===== config.mk =====
export PLATFORM = sky130hd
export DESIGN_NAME = program_sequencer_stack
export DESIGN_NICKNAME = d
export VERILOG_FILES = /design/src/rtl/ps_pkg.sv /design/src/rtl/ps_return_stack.sv /design/src/rtl/program_sequencer_stack.sv
export SDC_FILE = /design/constraint.sdc
export NUM_CORES = 1
export LEC_CHECK = 0
export CORE_ASPECT_RATIO = 0.9
export CORE_MARGIN = 8
export CORE_UTILIZATION = 50
export DETAILED_ROUTE_END_ITERATION = 8
export GPL_TIMING_DRIVEN = 0
export PLACE_DENSITY_LB_ADDON = 0.15
export SKIP_CTS_REPAIR_TIMING = 1
export SYNTH_ARGS = -nofsm -noshare
export SYNTH_HDL_FRONTEND = slang
export SYNTH_SLANG_ARGS = --single-unit

===== constraint.sdc =====
create_clock -name clk -period 2.5 [get_ports clk]
set_input_delay 0.5 -clock clk [delete_from_list [all_inputs] [get_ports clk]]
set_output_delay 0.5 -clock clk [all_outputs]
set_load 0.05 [all_outputs]

===== src/rtl/ps_pkg.sv =====
// Shared definitions for the program sequencer and its users (decoder, bench).
//   ADDR_W_DEFAULT     : default program-address width
//   RESET_ADDR_DEFAULT : default address fetched after reset
//   ps_action_e        : one-hot-free encoding of the single action taken per cycle
//   select_action()    : priority encoder from decoder strobes to ps_action_e
package ps_pkg;

    localparam int ADDR_W_DEFAULT     = 8;
    localparam int RESET_ADDR_DEFAULT = 0;

    typedef enum logic [2:0] {
        PS_RESET,
        PS_HOLD,
        PS_JMP,
        PS_JNZ,
        PS_CALL,
        PS_RET,
        PS_INC
    } ps_action_e;

    // Exactly one action wins per cycle; everything below the winner is ignored.
    // A conditional jump whose zero flag is set is simply not a request.
    function automatic ps_action_e select_action(
        input logic sync_reset,
        input logic hold,
        input logic jmp,
        input logic jmp_nz,
        input logic dont_jmp,
        input logic call,
        input logic ret
    );
        if (sync_reset)               return PS_RESET;
        else if (hold)                return PS_HOLD;
        else if (jmp)                 return PS_JMP;
        else if (jmp_nz && !dont_jmp) return PS_JNZ;
        else if (call)                return PS_CALL;
        else if (ret)                 return PS_RET;
        else                          return PS_INC;
    endfunction

endpackage


===== src/rtl/ps_return_stack.sv =====
// Hardware return-address stack (LIFO) for the program sequencer.
//   clk, reset_n : clock, asynchronous active-low reset (clears level only)
//   clear        : synchronous clear of the level
//   push, pop    : push push_data / pop top_data; ignored when full / empty
//   push_data    : address to store
//   top_data     : entry at level-1 (valid only when !empty)
//   level        : number of valid entries, 0..DEPTH
//   full, empty  : level == DEPTH / level == 0
module ps_return_stack #(
    parameter int WIDTH = 8,
    parameter int DEPTH = 4,
    localparam int SP_W = $clog2(DEPTH + 1)
) (
    input  logic             clk,
    input  logic             reset_n,
    input  logic             clear,
    input  logic             push,
    input  logic             pop,
    input  logic [WIDTH-1:0] push_data,
    output logic [WIDTH-1:0] top_data,
    output logic [SP_W-1:0]  level,
    output logic             full,
    output logic             empty
);

    // Entry index width; the array is rounded up to a power of two so the
    // truncated level always addresses a real entry.
    localparam int IDX_W = (DEPTH > 1) ? $clog2(DEPTH) : 1;
    localparam int MEM_N = 1 << IDX_W;

    logic [WIDTH-1:0] mem_q [MEM_N];
    logic [SP_W-1:0]  level_q, level_d;
    logic [IDX_W-1:0] wr_idx, rd_idx;
    logic             do_push, do_pop;

    assign full    = (level_q == SP_W'(DEPTH));
    assign empty   = (level_q == '0);
    assign do_push = push && !full;
    assign do_pop  = pop && !empty && !do_push;
    assign wr_idx  = IDX_W'(level_q);
    assign rd_idx  = IDX_W'(level_q - SP_W'(1));

    assign top_data = mem_q[rd_idx];
    assign level    = level_q;

    always_comb begin
        // NOTE: assign a default first so every path drives level_d; a missing
        // branch in always_comb would otherwise infer a latch.
        level_d = level_q;
        if (clear)        level_d = '0;
        else if (do_push) level_d = level_q + SP_W'(1);
        else if (do_pop)  level_d = level_q - SP_W'(1);
    end

    // NOTE: sequential state uses non-blocking assignments so every flop
    // samples pre-edge values regardless of process ordering.
    always_ff @(posedge clk or negedge reset_n) begin
        if (!reset_n) level_q <= '0;
        else          level_q <= level_d;
    end

    // NOTE: the entry array has no reset; contents are meaningless while
    // level is 0, and leaving it unreset keeps it plain register/RAM storage.
    always_ff @(posedge clk) begin
        if (do_push && !clear) mem_q[wr_idx] <= push_data;
    end

endmodule


===== src/rtl/program_sequencer_stack.sv =====
// Program sequencer with return-address stack.
// Computes the next program-memory fetch address each cycle and holds the PC.
//   clk, reset_n  : clock, asynchronous active-low reset
//   sync_reset    : synchronous reset strobe (highest priority)
//   hold          : re-fetch current pc, stack untouched
//   jmp, jmp_nz   : unconditional / conditional jump to jmp_addr
//   dont_jmp      : ALU zero flag, suppresses jmp_nz
//   call, ret     : subroutine call (push pc+1) / return (pop)
//   jmp_addr      : jump/call target
//   pm_address    : combinational next fetch address
//   pc, from_PS   : registered address of instruction in flight
//   stack_level   : valid return-stack entries
//   stack_err     : sticky overflow/underflow flag
module program_sequencer_stack
    import ps_pkg::*;
#(
    parameter int                ADDR_W      = ADDR_W_DEFAULT,
    parameter int                STACK_DEPTH = 4,
    parameter logic [ADDR_W-1:0] RESET_ADDR  = ADDR_W'(RESET_ADDR_DEFAULT),
    localparam int               SP_W        = $clog2(STACK_DEPTH + 1)
) (
    input  logic              clk,
    input  logic              reset_n,
    input  logic              sync_reset,
    input  logic              hold,
    input  logic              jmp,
    input  logic              jmp_nz,
    input  logic              dont_jmp,
    input  logic              call,
    input  logic              ret,
    input  logic [ADDR_W-1:0] jmp_addr,
    output logic [ADDR_W-1:0] pm_address,
    output logic [ADDR_W-1:0] pc,
    output logic [ADDR_W-1:0] from_PS,
    output logic [SP_W-1:0]   stack_level,
    output logic              stack_err
);

    ps_action_e        action;
    logic [ADDR_W-1:0] pc_q, pc_d, pc_inc, top_data;
    logic              stack_err_q, stack_err_d;
    logic              push, pop, clear, err_set, full, empty;

    assign action = select_action(sync_reset, hold, jmp, jmp_nz, dont_jmp, call, ret);
    assign pc_inc = pc_q + ADDR_W'(1);   // wraps modulo 2**ADDR_W

    always_comb begin
        pc_d    = pc_inc;
        push    = 1'b0;
        pop     = 1'b0;
        clear   = 1'b0;
        err_set = 1'b0;
        unique case (action)
            PS_RESET: begin
                pc_d  = RESET_ADDR;
                clear = 1'b1;
            end
            PS_HOLD:        pc_d = pc_q;
            PS_JMP, PS_JNZ: pc_d = jmp_addr;
            PS_CALL: begin
                // Overflow: the call is dropped and execution falls through.
                if (!full) begin
                    pc_d = jmp_addr;
                    push = 1'b1;
                end else begin
                    err_set = 1'b1;
                end
            end
            PS_RET: begin
                // Underflow: nothing to return to, fall through.
                if (!empty) begin
                    pc_d = top_data;
                    pop  = 1'b1;
                end else begin
                    err_set = 1'b1;
                end
            end
            default: pc_d = pc_inc;
        endcase
    end

    assign stack_err_d = clear ? 1'b0 : (stack_err_q | err_set);

    always_ff @(posedge clk or negedge reset_n) begin
        if (!reset_n) begin
            pc_q        <= RESET_ADDR;
            stack_err_q <= 1'b0;
        end else begin
            pc_q        <= pc_d;
            stack_err_q <= stack_err_d;
        end
    end

    ps_return_stack #(
        .WIDTH (ADDR_W),
        .DEPTH (STACK_DEPTH)
    ) u_stack (
        .clk       (clk),
        .reset_n   (reset_n),
        .clear     (clear),
        .push      (push),
        .pop       (pop),
        .push_data (pc_inc),
        .top_data  (top_data),
        .level     (stack_level),
        .full      (full),
        .empty     (empty)
    );

    assign pm_address = pc_d;
    assign pc         = pc_q;
    assign from_PS    = pc_q;
    assign stack_err  = stack_err_q;

endmodule


==> summary.txt <==
CTS
  • CTS Buf Count: 5
  • Clk_lat worst skew: 0.29 ns
  • H-tree levels: 2
  • Sink Count: 44
  • Clock Tree Buf Depth: 2
  • Reg clk slew, reported paths: 0.09 ns
  • Clock tree from TritonCTS: built
  • Clock Root Buffer: clkbuf_8

Route
  • Routed WL per cell: 20.46 um
  • DR DRC count: 0
  • Via density: 5.836
  • Antenna viol nets, final: 0
  • Total Wirelength: 6220 um
  • Initial DRC Count: 109
  • DRT Pass-1 Iters: 4
  • Vias: 1774

Timing
  • Max-slew headroom: 57.07%
  • Unrepaired setup endpoints after global routing: true
  • Final setup fails: 8
  • Fin crit period: 2.800 ns
  • Worst-Margin Slew: 0.6416 ns
  • Worst Skew: 0.008374 ns
  • Peak Freq: 357.1 MHz
  • Period utilization: 112.0%
  • Max Slew Vio Count: 0
  • Worst hold slack: 0.5162 ns
  • Setup TNS: -2.032 ns
  • Final hold vios: 0
  • Setup ws final: -0.3004 ns

Final layout
  • FILL cells: 285
  • Layout area overhead: 42.89%
  • Commonest non-fill, non-tap cell in the layout: edfxtp_1
  • Multi-input gate area in the final layout: 0.001159 mm2
  • Most frequent cells in the layout: edfxtp_1, clkdlybuf4s50_1, buf_4
  • Net count, final: 264
  • N_diodes: 0
  • Final Util: 75.10%
  • Fin cells: 304
  • Register Area: 0.001264 mm2
  • Layout cells sized above 1: 36.36%
  • Post-Layout Inst Area: 0.003393 mm2

GRT
  • First-pass GRT wire length: 8825 um
  • Vias in the first global route: 1767
  • Pin count of the biggest net entering global routing: 15
  • Grt total ovfl: 0
  • Initial antenna violation count: 0
  • GR Util All Layers: 15.94%

Power and ir drop
  • Tot Pwr: 1.847 mW
  • Leak Pwr: 1.315 nW
  • VDD IR max: 0.0002913 V
  • Power Dens Cells: 544.4 mW/mm2

Place
  • Pre-CTS setup slack: -1.057 ns
  • Placed cell count: 283
  • DPL Wire Length: 4222 um
  • Post-Place Cell Area: 0.003012 mm2
  • GPL Wtd Cong: 0.9283
  • IO Port Bufs: 44

Outcome
  • Status: finished with violations
  • Failing checks: setup timing

Synthesis
  • Ys flop type: edfxtp_1
  • Post-Syn Instances: 177
  • Largest area contributor in the netlist: edfxtp_1
  • Syn. warnings: 0
  • Synth area leaders: edfxtp_1, dfrtp_1, mux4_2, buf_4, ha_1
  • Synth cell types: 50
  • EDFF count, synth: 32
  • Post-synthesis async set-or-reset flop share: 27.27%
  • Syn nets: 200
  • Seq/Total Area, Yosys: 53.11%
  • Yosys reg bits: 44
  • Post-synth top area share: 40.46%
  • Synthesized area: 0.002375 mm2
  • Syn_area_per_cell: 13.42 um2

Critical path
  • Worst path top cell family by delay: compound AO/OA/AOI/OAI gates
  • Crit path launch: u_stack.level[0]
  • Crit path max fanout: 5
  • CP Depth: 9
  • Crit Reg-Reg Startpoint: u_stack.level[0]
  • CP Class: flip-flop to output pin
  • Worst-case reg-to-reg path depth: 7
  • Critical path's slowest cell: dfrtp_2
  • CP Cell Sequence: buf_12 > clkinv_8 > ha_4 > nor2b_2 > o211a_4 > o31ai_4 > buf_12 > o221ai_4 > buf_6
  • WP data required: 2.00 ns
  • CP startpoint kind: flip-flop
  • Kind of end point of the critical path: output pin
  • Most frequent CP cell: buf_12
  • WP data arrival: 2.30 ns
  • CP max stage delay: 0.45 ns
  • WP buf/inv: 4

Floorplan
  • IO Pins: 45
  • Starting Density: 52.56%
  • CORE AREA: 0.004518 mm2
  • Core Rows: 23
  • Die Area: 0.007214 mm2
  • Chip height: 81.38 um
  • Die width: 88.65 um

Worst hold path
  • HP Class: flip-flop to flip-flop
  • Hold wc startpoint: stack_err
  • Hold depth: 1

Job
  • Max-cap viol count: 0
logic make-up (layout without fill, tap and decap cells):
logic type                 Yosys count  count (layout)  synth area share (%)
adders and majority gates            6               6                 3.161
and+or+nand+nor                     53              53                 14.59
AOI/OAI and AO/OA                   31              31                 11.86
xor gates and xnor gates             6               6                 2.213
buffers and inverters               26              91                 6.164
muxes                               11              11                 8.904
DFF                                 44              44                 53.11
cell type report:
class | count | share of cell area, %
Multi-Input combinational cell | 107 | 34.14
Inverter | 9 | 1.364
Clock buffer | 6 | 2.139
Sequential cell | 44 | 37.24
Clock inverter | 2 | 1.770
Timing Repair Buffer | 58 | 17.04
Buffer | 16 | 4.019
Tap cell | 62 | 2.286
flip-flops by register name, indices dropped and copies added, names as in the netlist:
name and cells:
u_stack.mem_q 32, stack_err 1, from_PS 8, u_stack.level 3
routing by layer:
metal / track usage [%] / vias up / share of wire [%]
met2: 27.54 / 54 / 53
met3: 3.226 / 6 / 5.1
met5: 0 / - / 0
met4: 4.890 / 0 / 1.1
met1: 19.51 / 909 / 41
li1: - / 805 / -
synth_stat cells, types with 4 or more instances:
library cell	number
edfxtp_1	32
nand3_1	13
dfrtp_1	12
buf_4	10
nor2b_1	10
inv_1	9
mux4_2	8
ha_1	6
nor2_1	5
a22oi_2	4
and3_1	4
o221ai_1	4
power by group:
part / internal [mW] / switching [mW] / total, mW
clock: 0.400 / 0.246 / 0.646
combinational: 0.156 / 0.225 / 0.382
sequential: 0.800 / 0.0192 / 0.819
worst register-to-register path: cells and delay by family, from the launching register on:
| kind | cells | cell delay (ns) |
|---|---|---|
| fa+ha+maj | 1 | 0.18 |
| simple gates | 2 | 0.67 |
| flops | 1 | 0.42 |
| buf+inv | 3 | 0.35 |
| compound gates | 1 | 0.14 |
final timing paths:
kind,endpoint,slack [ns]
max,pm_address[1],-0.30
min,stack_err,0.52
max reg2reg,u_stack.mem_q[3][1],0.37
min reg2reg,stack_err,0.52
max in group asynchronous,u_stack.level[0],1.50
min in group asynchronous,from_PS[3],0.58
Power figures use the tool's default switching activity.
